==> config.mk <==
export PLATFORM = sky130hd
export DESIGN_NAME = if_stage
export DESIGN_NICKNAME = d
export VERILOG_FILES = /design/src/rtl/if_stage.sv
export SDC_FILE = /design/constraint.sdc
export NUM_CORES = 1
export LEC_CHECK = 0
export ABC_AREA = 1
export CAP_MARGIN = 10
export CORE_AREA = 5 5 290 292
export CTS_CLUSTER_DIAMETER = 80
export DETAILED_ROUTE_END_ITERATION = 16
export DIE_AREA = 0 0 295 297
export PLACE_DENSITY = 0.62
export SYNTH_ARGS = -nofsm -noshare
export SYNTH_HDL_FRONTEND = slang
export SYNTH_SLANG_ARGS = --single-unit
==> constraint.sdc <==
create_clock -name clk -period 30 [get_ports clk]
set_input_delay 6 -clock clk [delete_from_list [all_inputs] [get_ports clk]]
set_output_delay 6 -clock clk [all_outputs]
set_load 0.05 [all_outputs]
==> src/rtl/if_stage.sv <==
// Instruction fetch stage: owns the fetch PC, issues in-order 32-bit imem reads with a credit
// limit, and buffers returned words with their PCs in a FIFO toward decode.
module if_stage #(
   parameter logic [63:0] RESET_PC = 64'h0000_0000_8000_0000,
   parameter int unsigned DEPTH    = 4
) (
   input  logic        clk,
   input  logic        rst,
   output logic        req_valid,
   input  logic        req_ready,
   output logic [63:0] req_addr,
   input  logic        resp_valid,
   input  logic [31:0] resp_data,
   input  logic        redirect_valid,
   input  logic [63:0] redirect_pc,
   output logic        inst_valid,
   input  logic        inst_ready,
   output logic [31:0] inst,
   output logic [63:0] pc
);

   localparam int unsigned PW = $clog2(DEPTH);
   localparam int unsigned CW = $clog2(DEPTH + 1);
   localparam logic [CW:0] DEPTH_C = (CW + 1)'(DEPTH);

   logic          rst_q;
   logic [63:0]   fetch_pc, fetch_pc_d;
   logic [CW-1:0] outstanding, outstanding_d;
   logic [CW-1:0] drop_cnt, drop_cnt_d;
   logic [CW-1:0] count, count_d;
   logic [PW-1:0] wr_ptr, wr_ptr_d;
   logic [PW-1:0] rd_ptr, rd_ptr_d;
   logic [PW-1:0] pq_wr, pq_wr_d;
   logic [PW-1:0] pq_rd, pq_rd_d;

   logic [63:0]   fifo_pc   [DEPTH];
   logic [31:0]   fifo_inst [DEPTH];
   logic [63:0]   pq_mem    [DEPTH];

   logic          accept, pop, push, fifo_we;
   logic [CW:0]   budget;

   // Credit check uses registered state only, so a same-cycle pop never frees a slot early.
   always_comb begin
      budget     = {1'b0, outstanding} + {1'b0, count};
      req_valid  = !rst_q && (budget < DEPTH_C);
      req_addr   = fetch_pc;
      inst_valid = count != '0;
      inst       = fifo_inst[rd_ptr];
      pc         = fifo_pc[rd_ptr];
      accept     = req_valid && req_ready;
      pop        = inst_valid && inst_ready;
      push       = resp_valid && (drop_cnt == '0);
   end

   always_comb begin
      fetch_pc_d    = fetch_pc;
      outstanding_d = outstanding + CW'(accept) - CW'(resp_valid);
      drop_cnt_d    = drop_cnt;
      count_d       = count;
      wr_ptr_d      = wr_ptr;
      rd_ptr_d      = rd_ptr;
      pq_wr_d       = accept ? pq_wr + PW'(1) : pq_wr;
      pq_rd_d       = resp_valid ? pq_rd + PW'(1) : pq_rd;
      fifo_we       = 1'b0;

      if (accept) fetch_pc_d = fetch_pc + 64'd4;
      if (resp_valid && (drop_cnt != '0)) drop_cnt_d = drop_cnt - CW'(1);

      if (redirect_valid) begin
         // Everything still outstanding after this cycle was fetched on the old path.
         fetch_pc_d = redirect_pc & ~64'h3;
         drop_cnt_d = outstanding_d;
         count_d    = '0;
         rd_ptr_d   = wr_ptr;
      end else begin
         fifo_we = push;
         if (push) wr_ptr_d = wr_ptr + PW'(1);
         if (pop)  rd_ptr_d = rd_ptr + PW'(1);
         count_d = count + CW'(push) - CW'(pop);
      end
   end

   always_ff @(posedge clk) begin
      if (rst) begin
         rst_q       <= 1'b1;
         fetch_pc    <= RESET_PC;
         outstanding <= '0;
         drop_cnt    <= '0;
         count       <= '0;
         wr_ptr      <= '0;
         rd_ptr      <= '0;
         pq_wr       <= '0;
         pq_rd       <= '0;
         for (int i = 0; i < int'(DEPTH); i++) begin
            fifo_pc[i]   <= '0;
            fifo_inst[i] <= '0;
            pq_mem[i]    <= '0;
         end
      end else begin
         rst_q       <= 1'b0;
         fetch_pc    <= fetch_pc_d;
         outstanding <= outstanding_d;
         drop_cnt    <= drop_cnt_d;
         count       <= count_d;
         wr_ptr      <= wr_ptr_d;
         rd_ptr      <= rd_ptr_d;
         pq_wr       <= pq_wr_d;
         pq_rd       <= pq_rd_d;
         if (accept) pq_mem[pq_wr] <= fetch_pc;
         if (fifo_we) begin
            fifo_pc[wr_ptr]   <= pq_mem[pq_rd];
            fifo_inst[wr_ptr] <= resp_data;
         end
      end
   end

endmodule

==> out/qor.yml <==
drv_cap: 0
rrSetupSlack_ns: 25.83
synth_edf_count: 624
comb_power_share_pct: 15.5
initial_core_util_pct: 39.5
intPower_mw: 1.80
drive_gt1_share_pct: 6.31
rsz0062_at_grt: "false"
die_w_um: 295
max_slew.worst_pin.slew_ns: 1.06
fill_cells: 7663
wl_mm: 91.5
overflow: 0
ir_drop_uv: 42.0
fin_skew_ns: 0.0300
synth_top_area_share_pct: 58.4
cts.sinks: 708
cp_data_required_time_ns: 24.00
worstHoldStart: "pq_rd[1]$_SDFFE_PP0P_"
power.density_mw_per_mm2: 66.3
slew_headroom_pct: 29.5
async_reset_ff_share_pct: 0
synth-main-ff-cell: "edfxtp_1"
synth_most_common_cell: "nor2_1"
viasPerCell: 5.25
p_leak_nw: 13.5
synth_cell_types: 41
switching_share_pct: 28.6
holdWs_ns: 0.441
maxClockFrequency_mhz: 96.9
worstSkewPairLatency_ns: 0.64
pin_count: 264
synth_top_family_by_area: "simple AND/OR/NAND/NOR gates"
avgRoutedWirePerCell_um: 19.9
antenna_found_initial: 0
drtIter0Drc: 2129
synth-seq-area-share_pct: 63.6
ant_nets: 0
nets: 3585
cts_tree: "yes"
portBuffers: 257
status: "completed"
arrival_ns: 4.32
power_frac_clock_pct: 38.2
min_path_cells: 1
postPlaceCellArea_mm2: 0.0354
ys_ff_latch: 708
maxSlewViolCount: 0
critPathCaptureType: "output pin"
synth_adder_area_share_pct: 0.475
cts_buffer_depth: 3
synthSimpleGateAreaFrac_pct: 18.7
ctsResizeCount: 0
grt_max_degree: 97
drcViolationCount: 0
synthCells: 3310
syn_to_final_growth_pct: 18.1
synth_common_cells: "862 x nor2_1, 624 x edfxtp_1, 360 x o21ai_0"
netlist_area_mm2: 0.0321
first_pass_iters: 5
place_hpwl_mm: 54.1
cts_hold_buf: 0
reg2reg_from: "count[1]$_SDFF_PP0_"
grt_pass1_wl_mm: 139
final_area_mm2: 0.0379
postCtsSetupBuffers: 0
switchingPower_uw: 719
grt_pass1_vias: 23513
timing.rr.end: "pq_mem[0][40]$_SDFFCE_PN0P_"
rows: 105
final_cells: 4603
seqPwrFrac_pct: 46.3
grt.total_usage_pct: 20.3
synth_area_leaders: "edfxtp_1 58%, nor2_1 10%, o21ai_0 5.6%, dfxtp_1 5.2%, nand2_1 4.2%"
synth_top_cell_by_area: "edfxtp_1"
finalCriticalPeriod_ns: 10.32
setup_violations: 0
ff2ff_path_depth: 10
finalHoldViolCount: 0
crit_fanout: 88
synth_compound_area_share_pct: 10.3
cp-start-kind: "register"
die-height_um: 297
placed_cells: 4462
syn_avg_cell_area_um2: 9.70
critPathKind: "register to output pin"
synthMuxAreaShare_pct: 0
hold_path_class: "register to register"
hold_path_end: "pq_rd[1]$_SDFFE_PP0P_"
core_area_mm2: 0.0813
clk_pin_slew_worst_paths_ns: 0.06
gp_congestion: 0.970
dieArea_mm2: 0.0876
synthXorXnorAreaFrac_pct: 0.546
period_share_pct: 34.4
ctsHtreeMaxLevel: 3
finalSetupTns_ns: 0
vias: 24158
yosys_warnings: 0
cts-root-buf: "clkbuf_16"
cts_buffers: 78
-- power groups by stage --
stage | Sequential, mW | Combinational [mW] | Clock, mW
6_report | 1.16 | 0.391 | 0.961
5_1_grt | 1.17 | 0.419 | 1.02
4_1_cts | 1.16 | 0.394 | 0.975
3_5_place_dp | 1.18 | 0.392 | 0
3_3_place_gp | 1.18 | 0.391 | 0
2_1_floorplan | 1.20 | 0.232 | 0
-- worst max path at each step --
stage | startpoint | endpoint | slack [ns] | cells past startpoint
3_5_place_dp | rst | fifo_pc[2][53]$_SDFFCE_PN0P_ | 19.45 | 9
6_report | register | pc[45] | 19.68 | 6
2_1_floorplan | redirect_valid | fifo_inst[3][0]$_DFFE_PP_ | 16.31 | 4
4_1_cts | register | pc[54] | 19.52 | 6
5_1_grt | register | pc[54] | 19.35 | 6
3_3_place_gp | rst | fifo_pc[2][53]$_SDFFCE_PN0P_ | 19.43 | 9
-- cell families (layout without fill, tap and decap cells) --
group | count (synthesis) | count (layout)
flip-flops | 708 | 708
XOR/XNOR | 20 | 20
AO/OA/AOI/OAI | 606 | 606
other | 1 | 5
buffers and inverters | 486 | 705
adder cells (fa/ha/maj) | 11 | 11
AND/OR/NAND/NOR | 1478 | 1478
-- final cells by class --
cell class              instances  area, um^2  area share [%]
clock buffers                  94        2020            5.33
flip-flops and latches        708       20400            53.9
inverters                     273        1030            2.72
repair buffers                292        2830            7.45
diodes                          1        2.50         0.00660
multi-input cells            2119        9730            25.7
clock inverters                46         539            1.42
well taps                    1070        1340            3.53
-- cells in the final DEF, fill, tap and decap left out, drive strengths merged, types with 51 or more instances in the layout --
master           n
nor2           897
edfxtp         624
o21ai          370
nand2          364
inv            270
clkdlybuf4s50  255
o22ai          151
nor3           129
clkbuf          94
dfxtp           84
nand3           71
a21oi           51
-- critical path, cell delays in order (launching register included) --
cell             delay [ns]
dfxtp_4                0.41
inv_4                  0.24
buf_4                  0.77
buf_4                  0.78
o21ai_0                0.16
o22ai_1                0.34
clkdlybuf4s50_1        0.89
-- flip-flops by register name, indices dropped and copies added (netlist names), named ones only --
signal       cells
rst_q            1
drop_cnt         3
wr_ptr           2
fifo_inst      128
fifo_pc        248
pq_wr            2
rd_ptr           2
req_addr        62
outstanding      3
pq_mem         248
pq_rd            2
count            3
-- stage by stage --
step	utilization (%)	power (mW)	setup slack, ns
6_report	46.6	2.52	19.68
3_5_place_dp	43.5	1.58	19.45
2_1_floorplan	-	1.43	16.31
4_1_cts	46.6	2.53	19.52
5_1_grt	46.6	2.61	19.35
3_3_place_gp	43.5	1.57	19.43
-- metal layers --
metal  vias to the layer above  part of all wire (%)  global-route usage [%]
li1                      11559                     -                       -
met1                     11628                    44                    29.2
met2                       848                    46                    31.8
met3                       123                   7.4                    3.48
met4                         0                   2.5                    5.92
met5                         -                     0                       0
Note: power is estimated with default switching activity, not from simulation.
